File: config.mk
export PLATFORM = sky130hd
export DESIGN_NAME = spatz_bank_req_adapter_flat
export DESIGN_NICKNAME = d
export VERILOG_FILES = /design/src/rtl/spatz_bank_req_adapter_if.sv /design/src/rtl/spatz_bank_req_adapter.sv /design/src/flat_wrapper.sv
export SDC_FILE = /design/constraint.sdc
export NUM_CORES = 1
export LEC_CHECK = 0
export BUFFER_PORTS_ARGS = -buffer_cell sky130_fd_sc_hd__buf_2
export CORE_ASPECT_RATIO = 1.5
export CORE_UTILIZATION = 50
export DETAILED_ROUTE_END_ITERATION = 6
export GPL_TIMING_DRIVEN = 0
export MAX_ROUTING_LAYER = met4
export PLACE_DENSITY = 0.95
export SLEW_MARGIN = 15
export SYNTH_ARGS = -nofsm -noshare
export SYNTH_HDL_FRONTEND = slang
export SYNTH_SLANG_ARGS = --single-unit
File: constraint.sdc
create_clock -name clk_i -period 4.3 [get_ports clk_i]
set_input_delay 0.645 -clock clk_i [delete_from_list [all_inputs] [get_ports clk_i]]
set_output_delay 0.645 -clock clk_i [all_outputs]
set_load 0.02 [all_outputs]
File: src/rtl/spatz_bank_req_adapter_if.sv
// Bundle for the upstream request/response streams and the downstream
// SRAM bank port of spatz_bank_req_adapter.
//
// Handshake semantics: a request transfers in a cycle where req_valid_i and
// req_ready_o are both high; a response transfers in a cycle where
// rsp_valid_o and rsp_ready_i are both high. While valid is high and ready is
// low, the producer holds valid and the payload stable. The bank port has no
// ready of its own: bank_gnt_i is a same-cycle grant for bank_req_o, and read
// data comes back a fixed number of cycles after the grant with no stall.
interface spatz_bank_req_adapter_if #(
    parameter int unsigned DataWidth = 32,
    parameter int unsigned ByteWidth = 8,
    parameter int unsigned AddrWidth = 10
);
    localparam int unsigned BeWidth = DataWidth / ByteWidth;

    // Upstream request stream
    logic                 req_valid_i;
    logic                 req_ready_o;
    logic                 req_we_i;
    logic [AddrWidth-1:0] req_addr_i;
    logic [DataWidth-1:0] req_wdata_i;
    logic [BeWidth-1:0]   req_be_i;
    // Upstream response stream
    logic                 rsp_valid_o;
    logic                 rsp_ready_i;
    logic [DataWidth-1:0] rsp_rdata_o;
    // Bank port
    logic                 bank_req_o;
    logic                 bank_we_o;
    logic [AddrWidth-1:0] bank_addr_o;
    logic [DataWidth-1:0] bank_wdata_o;
    logic [BeWidth-1:0]   bank_be_o;
    logic                 bank_gnt_i;
    logic [DataWidth-1:0] bank_rdata_i;
    // Status
    logic                 idle_o;

    // Adapter side
    modport slave (
        input  req_valid_i, req_we_i, req_addr_i, req_wdata_i, req_be_i,
        output req_ready_o,
        output rsp_valid_o, rsp_rdata_o,
        input  rsp_ready_i,
        output bank_req_o, bank_we_o, bank_addr_o, bank_wdata_o, bank_be_o,
        input  bank_gnt_i, bank_rdata_i,
        output idle_o
    );

    // Initiator / bank environment side
    modport master (
        output req_valid_i, req_we_i, req_addr_i, req_wdata_i, req_be_i,
        input  req_ready_o,
        input  rsp_valid_o, rsp_rdata_o,
        output rsp_ready_i,
        input  bank_req_o, bank_we_o, bank_addr_o, bank_wdata_o, bank_be_o,
        output bank_gnt_i, bank_rdata_i,
        input  idle_o
    );
endinterface

File: src/rtl/spatz_bank_req_adapter.sv
// Initiator-side adapter for one cache-side SRAM bank port. Requests pass
// straight through to the bank; reads are tracked in a Latency-deep valid
// shift register, captured at their fixed return slot into an in-order
// response FIFO, and throttled by credits so the FIFO can never overflow.
module spatz_bank_req_adapter #(
    parameter int unsigned DataWidth = 32,
    parameter int unsigned ByteWidth = 8,
    parameter int unsigned AddrWidth = 10,
    parameter int unsigned Latency   = 1,
    parameter int unsigned RspDepth  = 2
) (
    input logic                    clk_i,
    input logic                    rst_i,
    spatz_bank_req_adapter_if.slave bus
);
    localparam int unsigned BeWidth  = DataWidth / ByteWidth;
    localparam int unsigned CntWidth = $clog2(RspDepth + 1);
    localparam int unsigned PtrWidth = (RspDepth > 1) ? $clog2(RspDepth) : 1;

    localparam logic [CntWidth-1:0] DepthC  = CntWidth'(RspDepth);
    localparam logic [PtrWidth-1:0] LastPtr = PtrWidth'(RspDepth - 1);

    // Credits: reads in flight plus entries held in the FIFO
    logic [CntWidth-1:0]  cnt_q, cnt_d;
    // FIFO occupancy and pointers
    logic [CntWidth-1:0]  fcnt_q, fcnt_d;
    logic [PtrWidth-1:0]  wptr_q, wptr_d;
    logic [PtrWidth-1:0]  rptr_q, rptr_d;
    // One bit per pipeline stage of the bank read latency
    logic [Latency-1:0]   inflight_q, inflight_d;
    logic [DataWidth-1:0] mem_q [RspDepth];

    logic                 rsp_valid;
    logic                 rsp_hs;
    logic                 credit_ok;
    logic                 bank_req;
    logic                 read_acc;
    logic                 push;
    logic                 pop;
    logic [AddrWidth-1:0] addr_w;
    logic [BeWidth-1:0]   be_w;

    // Request path: writes need only the grant, reads also need a credit.
    // A response popped this cycle frees its credit for a read this cycle.
    assign rsp_valid = (fcnt_q != '0);
    assign rsp_hs    = rsp_valid & bus.rsp_ready_i;
    assign credit_ok = (cnt_q < DepthC) | rsp_hs;
    assign bank_req  = ~rst_i & bus.req_valid_i & (bus.req_we_i | credit_ok);
    assign read_acc  = bank_req & bus.bank_gnt_i & ~bus.req_we_i;
    assign push      = inflight_q[Latency-1];
    assign pop       = rsp_hs;

    assign addr_w           = bus.req_addr_i;
    assign be_w             = bus.req_be_i;
    assign bus.bank_req_o   = bank_req;
    assign bus.bank_we_o    = bus.req_we_i;
    assign bus.bank_addr_o  = addr_w;
    assign bus.bank_wdata_o = bus.req_wdata_i;
    assign bus.bank_be_o    = be_w;
    assign bus.req_ready_o  = bank_req & bus.bank_gnt_i;
    assign bus.rsp_valid_o  = rsp_valid;
    assign bus.rsp_rdata_o  = mem_q[rptr_q];
    assign bus.idle_o       = (cnt_q == '0);

    // Next-state for credits, FIFO bookkeeping and the in-flight shift register
    always_comb begin
        cnt_d      = cnt_q;
        fcnt_d     = fcnt_q;
        wptr_d     = wptr_q;
        rptr_d     = rptr_q;
        inflight_d = '0;

        inflight_d[0] = read_acc;
        for (int i = 1; i < int'(Latency); i++) begin
            inflight_d[i] = inflight_q[i-1];
        end

        case ({read_acc, rsp_hs})
            2'b10:   cnt_d = cnt_q + CntWidth'(1);
            2'b01:   cnt_d = cnt_q - CntWidth'(1);
            default: cnt_d = cnt_q;
        endcase

        case ({push, pop})
            2'b10:   fcnt_d = fcnt_q + CntWidth'(1);
            2'b01:   fcnt_d = fcnt_q - CntWidth'(1);
            default: fcnt_d = fcnt_q;
        endcase

        if (push) wptr_d = (wptr_q == LastPtr) ? '0 : wptr_q + PtrWidth'(1);
        if (pop)  rptr_d = (rptr_q == LastPtr) ? '0 : rptr_q + PtrWidth'(1);
    end

    // State registers; reset discards every read still in flight
    always_ff @(posedge clk_i or posedge rst_i) begin
        if (rst_i) begin
            cnt_q      <= '0;
            fcnt_q     <= '0;
            wptr_q     <= '0;
            rptr_q     <= '0;
            inflight_q <= '0;
            for (int i = 0; i < int'(RspDepth); i++) begin
                mem_q[i] <= '0;
            end
        end else begin
            cnt_q      <= cnt_d;
            fcnt_q     <= fcnt_d;
            wptr_q     <= wptr_d;
            rptr_q     <= rptr_d;
            inflight_q <= inflight_d;
            if (push) mem_q[wptr_q] <= bus.bank_rdata_i;
        end
    end

    // Credits guarantee a free slot for every returning read
    a_no_overflow : assert property (@(posedge clk_i) disable iff (rst_i)
        !(push && (fcnt_q == DepthC)));
    a_cnt_bound : assert property (@(posedge clk_i) disable iff (rst_i)
        cnt_q <= DepthC);

endmodule

File: src/flat_wrapper.sv
// flat-port wrapper written by rule: the top's interface ports become plain ports
module spatz_bank_req_adapter_flat 
#(
    parameter int unsigned DataWidth = 32,
    parameter int unsigned ByteWidth = 8,
    parameter int unsigned AddrWidth = 10,
    parameter int unsigned Latency   = 1,
    parameter int unsigned RspDepth  = 2
)
  (clk_i, rst_i, bus_req_valid_i, bus_req_we_i, bus_req_addr_i, bus_req_wdata_i, bus_req_be_i, bus_req_ready_o, bus_rsp_valid_o, bus_rsp_rdata_o, bus_rsp_ready_i, bus_bank_req_o, bus_bank_we_o, bus_bank_addr_o, bus_bank_wdata_o, bus_bank_be_o, bus_bank_gnt_i, bus_bank_rdata_i, bus_idle_o);
  spatz_bank_req_adapter_if #(.DataWidth(DataWidth), .ByteWidth(ByteWidth), .AddrWidth(AddrWidth)) bus_i ();
  input logic clk_i;
  input logic rst_i;
  input wire logic [$bits(bus_i.req_valid_i)-1:0] bus_req_valid_i;
  input wire logic [$bits(bus_i.req_we_i)-1:0] bus_req_we_i;
  input wire logic [$bits(bus_i.req_addr_i)-1:0] bus_req_addr_i;
  input wire logic [$bits(bus_i.req_wdata_i)-1:0] bus_req_wdata_i;
  input wire logic [$bits(bus_i.req_be_i)-1:0] bus_req_be_i;
  output wire logic [$bits(bus_i.req_ready_o)-1:0] bus_req_ready_o;
  output wire logic [$bits(bus_i.rsp_valid_o)-1:0] bus_rsp_valid_o;
  output wire logic [$bits(bus_i.rsp_rdata_o)-1:0] bus_rsp_rdata_o;
  input wire logic [$bits(bus_i.rsp_ready_i)-1:0] bus_rsp_ready_i;
  output wire logic [$bits(bus_i.bank_req_o)-1:0] bus_bank_req_o;
  output wire logic [$bits(bus_i.bank_we_o)-1:0] bus_bank_we_o;
  output wire logic [$bits(bus_i.bank_addr_o)-1:0] bus_bank_addr_o;
  output wire logic [$bits(bus_i.bank_wdata_o)-1:0] bus_bank_wdata_o;
  output wire logic [$bits(bus_i.bank_be_o)-1:0] bus_bank_be_o;
  input wire logic [$bits(bus_i.bank_gnt_i)-1:0] bus_bank_gnt_i;
  input wire logic [$bits(bus_i.bank_rdata_i)-1:0] bus_bank_rdata_i;
  output wire logic [$bits(bus_i.idle_o)-1:0] bus_idle_o;
  assign bus_i.req_valid_i = bus_req_valid_i;
  assign bus_i.req_we_i = bus_req_we_i;
  assign bus_i.req_addr_i = bus_req_addr_i;
  assign bus_i.req_wdata_i = bus_req_wdata_i;
  assign bus_i.req_be_i = bus_req_be_i;
  assign bus_req_ready_o = bus_i.req_ready_o;
  assign bus_rsp_valid_o = bus_i.rsp_valid_o;
  assign bus_rsp_rdata_o = bus_i.rsp_rdata_o;
  assign bus_i.rsp_ready_i = bus_rsp_ready_i;
  assign bus_bank_req_o = bus_i.bank_req_o;
  assign bus_bank_we_o = bus_i.bank_we_o;
  assign bus_bank_addr_o = bus_i.bank_addr_o;
  assign bus_bank_wdata_o = bus_i.bank_wdata_o;
  assign bus_bank_be_o = bus_i.bank_be_o;
  assign bus_i.bank_gnt_i = bus_bank_gnt_i;
  assign bus_i.bank_rdata_i = bus_bank_rdata_i;
  assign bus_idle_o = bus_i.idle_o;
  spatz_bank_req_adapter #(.DataWidth(DataWidth), .ByteWidth(ByteWidth), .AddrWidth(AddrWidth), .Latency(Latency), .RspDepth(RspDepth)) u_core (.clk_i(clk_i), .rst_i(rst_i), .bus(bus_i));
endmodule
# Yosys cells after proc, flatten, opt, wreduce, memory -nomap -nowiden

Index checks and enable logic that the tools add are counted.

Reduce and logical (&&, ||, !) cells: 5
Bitwise logic cells: 11
Order comparisons: 4
Multiplexer cells: 10
$add $sub $neg: 6
Eq/ne operators: 4

Operator list:

| kind                  | count |
|---|---|
| $mux W32              | 4 |
| $bwmux W64            | 1 |
| $demux W32 S1         | 1 |
| $pmux W2 S2           | 2 |
| $reduce_bool A2 Y1    | 3 |
| $and A1 B1 Y1         | 5 |
| $add A2 B1 Y2 const B | 2 |
| $eq A2 B1 Y1 const B  | 2 |
| $eq A2 B2 Y1 const B  | 2 |
| $ge A2 B2 Y1 const B  | 2 |
| $not A1 Y2            | 2 |
| $sub A2 B1 Y2 const B | 2 |
| $add A1 B1 Y1 const B | 2 |
| $logic_not A2 Y1      | 1 |
| $lt A2 B1 Y1 const B  | 1 |
| $lt A2 B2 Y1 const B  | 1 |
| $mux W1               | 2 |
| $not A1 Y1            | 2 |
| $or A1 B1 Y1          | 2 |
| $logic_and A1 B1 Y1   | 1 |

Bits of input ports: 84
Output and inout port bits: 83
Logic and storage cells: 47
Register bits after elaboration: 71

# Depth between registers and ports, before layout

Word-level depth: 9
Gate-level depth with buffers: 7

# Worst setup path after synthesis

OpenSTA, ideal clock, no wires.

Path kind: input -> output
From: input port rst_i
To: output port bus_req_ready_o
Stages: 3
Setup slack: 827 ps
Required time: 3,655 ps
Data arrival time: 2,828 ps
Path through: inv_1 nand3_1 nor2_1

Longest elaborated chain between the ends: 4

RTL lines:

| element                    | RTL line                     | source |
|---|---|---|
| start: declaration         | flat_wrapper.sv:13           | `input logic rst_i;` |
| $not A1 Y1                 | spatz_bank_req_adapter.sv:48 | `assign bank_req = ~rst_i & bus.req_valid_i & (bus.req_we_i \| credit_ok);` |
| $and A1 B1 Y1 (2 in a row) | spatz_bank_req_adapter.sv:48 |  |
| $and A1 B1 Y1              | spatz_bank_req_adapter.sv:60 | `assign bus.req_ready_o = bank_req & bus.bank_gnt_i;` |
| end: declaration           | flat_wrapper.sv:19           | `output wire logic [$bits(bus_i.req_ready_o)-1:0] bus_req_ready_o;` |

Every way passes these cells.

# Worst setup path in the final report

From: register u_core.fcnt_q[0]
To: output port bus_bank_req_o

Longest elaborated chain between the ends: 5

RTL lines:

| element                  | RTL line                      | source |
|---|---|---|
| start: declaration       | spatz_bank_req_adapter.sv:26  | `logic [CntWidth-1:0] fcnt_q, fcnt_d;` |
| start signal: assignment | spatz_bank_req_adapter.sv:107 | `fcnt_q <= fcnt_d;` |
| $reduce_bool A2 Y1       | spatz_bank_req_adapter.sv:45  | `assign rsp_valid = (fcnt_q != '0);` |
| $and A1 B1 Y1            | spatz_bank_req_adapter.sv:46  | `assign rsp_hs = rsp_valid & bus.rsp_ready_i;` |
| named net u_core.pop     | spatz_bank_req_adapter.sv:39  | `logic pop;` |
| $or A1 B1 Y1             | spatz_bank_req_adapter.sv:47  | `assign credit_ok = (cnt_q < DepthC) \| rsp_hs;` |
| $or A1 B1 Y1             | spatz_bank_req_adapter.sv:48  |  |
| $and A1 B1 Y1            | spatz_bank_req_adapter.sv:48  |  |
| end: declaration         | flat_wrapper.sv:23            | `output wire logic [$bits(bus_i.bank_req_o)-1:0] bus_bank_req_o;` |

The timed path passes the listed nets, and every way through them passes these cells.

==> results.py <==
metrics = {
    "layout": {
        "multi_input_area_mm2": 0.001271,
        "most-common-layout-cells": "buf_2 (124), mux2_2 (91), dfrtp_1 (71)",
        "final_common_cell": "buf_2",
        "fin_util_pct": 65.31,
        "final_cells": 466,
        "fillerInstances": 527,
        "drive_above_1_share_pct": 75.00,
        "regArea_mm2": 0.001777,
        "area_growth_pct": 26.99,
        "antenna_cells": 0,
        "nets": 469,
    },
    "power_and_ir_drop": {
        "powerDensity_mw_per_mm2": 722.7,
        "p_leak_nw": 2.209,
        "vdd_drop_max_v": 0.0003805,
    },
    "timing": {
        "finalWorstSetupSlack_ps": 1948,
        "finalMaxSlewViolations": 0,
        "fin_skew_ps": 12.22,
        "worst_pin_slew_ps": 380.2,
        "fin_crit_ps": 2352,
        "maxSlewHeadroom_pct": 74.65,
        "fin_crit_sh_pct": 54.69,
        "setup_violations": 0,
        "timing.fmax_mhz": 425.3,
        "finalHoldViolCount": 0,
        "setup_tns_ps": 0,
        "rsz0062_at_grt": "false",
        "holdWs_ps": 302.7,
    },
    "synthesis": {
        "synth_top_area_share_pct": 50.77,
        "yosys_warnings": 0,
        "ys_seq_area_share_pct": 50.77,
        "syn-num-nets": 337,
        "synth_cell_types": 19,
        "synth_cells": 251,
        "ys_ff_latch": 71,
        "synth_area_leaders": "dfrtp_1 (51%), mux2_2 (29%), buf_4 (11%), mux2_4 (2.1%), buf_6 (1.3%)",
        "avgSynthCellArea_um2": 13.94,
        "synth.cell_area_mm2": 0.003500,
        "yosysTopAreaCell": "dfrtp_1",
    },
    "critical_path": {
        "slowest_delay_ps": 420,
        "cp-endpoint": "bus_bank_req_o",
        "critical_path_arrival_ps": 1710,
        "reg2reg_depth": 6,
        "start_kind": "register",
        "worstReg2RegStart": "u_core.fcnt_q[0]",
        "cp-end-kind": "output pin",
        "r2r-end": "u_core.fcnt_q[1]",
        "cp_slowest_cell": "dfrtp_1",
        "criticalPathCategory": "reg2out",
        "worstSetupStartpoint": "u_core.fcnt_q[0]",
        "path_max_fanout": 4,
        "cp_cell_sequence": "or2_1 > nand2_1 > inv_1 > nor3b_2 > nor3b_1 > buf_2",
        "reg2reg_slack_ps": 2670,
        "crit_required_ps": 3650,
    },
    "floorplanning": {
        "design.portCount": 167,
        "die-area_mm2": 0.007345,
        "initial_utilization_pct": 51.42,
        "core_area_mm2": 0.006805,
        "die_w_um": 70.31,
        "fp-row-count": 37,
        "dieHeight_um": 104.5,
    },
    "clock_tree": {
        "insertion_delay_ps": 340,
        "clkTransAtPathRegs_ps": 80,
        "cts_tree": "yes",
        "clockBufferDepth": 2,
        "holdBufCountCts": 0,
        "htree_levels": 3,
        "post_cts_buffers": 0,
        "cts_made_buffers": 9,
        "cts_resized": 0,
        "clockRootBuffer": "clkbuf_8",
        "cts.sinks": 71,
    },
    "route": {
        "drc": 0,
        "viasPerCell": 5.032,
        "ant_nets": 0,
        "drt-initial-drc-count": 80,
        "vias": 2345,
        "wl_per_cell_um": 15.26,
        "drtPass1Iterations": 4,
        "routed_wl_um": 7109,
    },
    "hold_path": {
        "hold_path_class": "in2async",
    },
    "global_route": {
        "grt_pass1_wl_um": 11440,
        "grt_overflow": 0,
        "grt_max_degree": 44,
        "track_usage_pct": 20.90,
        "antenna_found_initial": 0,
        "grt_pass1_vias": 2509,
    },
    "placed_design": {
        "hpwlAfterDp_um": 5414,
        "gp_congestion": 0.8350,
        "place_ws_ps": 2013,
        "place_inst": 450,
        "io_buffers": 120,
    },
    "status": {
        "status": "finished, final reports clean",
    },
    "run": {
        "cap_violations": 0,
    },
}
-- cells in the mapped netlist, drive strengths merged --
cell,n
nand2b,1
a211o,1
xor2,4
dfrtp,71
or2,1
ha,2
nor3b,2
nor2,4
mux2,96
a211oi,1
nand3,1
nand2,2
buf,58
xnor2,4
inv,3
-- metrics by stage --
step,power [mW],cell area (µm²)
floorplan,2.239,3500
global placement,2.557,4198
detailed placement,2.639,4220
CTS,3.247,4444
global route,3.400,4444
finish,3.212,4444
-- metal layers --
layer | up-vias | track usage [%] | part of all wire (%)
met4 | 0 | 10.86 | 2.6
met5 | - | - | 0
met1 | 1140 | 21.30 | 37
met3 | 13 | 3.391 | 5.6
met2 | 117 | 37.55 | 55
li1 | 1075 | - | -
-- layout make-up --
cell class	count	area share, %
multi-input cells	119	28.60
repair buffers	121	13.96
well taps	78	2.196
flip-flops and latches	71	39.98
inverters	3	0.3097
clock inverters	3	1.464
plain buffers	58	9.910
clock buffers	13	3.575
-- cells by family after synthesis --
| group | count (synthesis) | synth area share, % |
|---|---|---|
| multiplexers | 96 | 31.43 |
| flip-flops | 71 | 50.77 |
| buffers and inverters | 61 | 12.91 |
| AND/OR/NAND/NOR | 11 | 1.716 |
| XOR/XNOR | 8 | 2.002 |
| AO/OA/AOI/OAI | 2 | 0.4649 |
| adder cells (fa/ha/maj) | 2 | 0.7149 |
-- state kept, by name, indices dropped and copies added, names as in the netlist --
| signal | flops |
|---|---|
| u_core.cnt_q | 2 |
| u_core.fcnt_q | 2 |
| u_core.inflight_q | 1 |
| u_core.mem_q | 64 |
| u_core.rptr_q | 1 |
| u_core.wptr_q | 1 |
-- worst min-delay path by stage --
stage,slack (ps),startpoint,end,cells past startpoint
after CTS,300,rst_i,u_core.mem_q[37],2
after global routing,320,rst_i,u_core.mem_q[37],2
final,300,rst_i,u_core.mem_q[37],2
after floorplan,430,u_core.fcnt_q[1],u_core.fcnt_q[1],1
after detailed placement,460,u_core.fcnt_q[1],u_core.fcnt_q[1],1
after global placement,450,u_core.fcnt_q[1],u_core.fcnt_q[1],1
-- report_power, final --
group	leakage, nW	switching, mW	total (mW)	internal (mW)
sequential	0.830	0.174	1.18	1.01
clock	0.114	0.239	0.597	0.358
combinational	1.27	0.709	1.43	0.725
-- critical path, delay by kind of cell (launching register included) --
| family | cells | cell delay (ps) |
|---|---|---|
| AND/OR/NAND/NOR | 4 | 670 |
| flip-flops | 1 | 420 |
| buffers and inverters | 2 | 280 |
No activity file was read; power rests on OpenSTA's default activity.
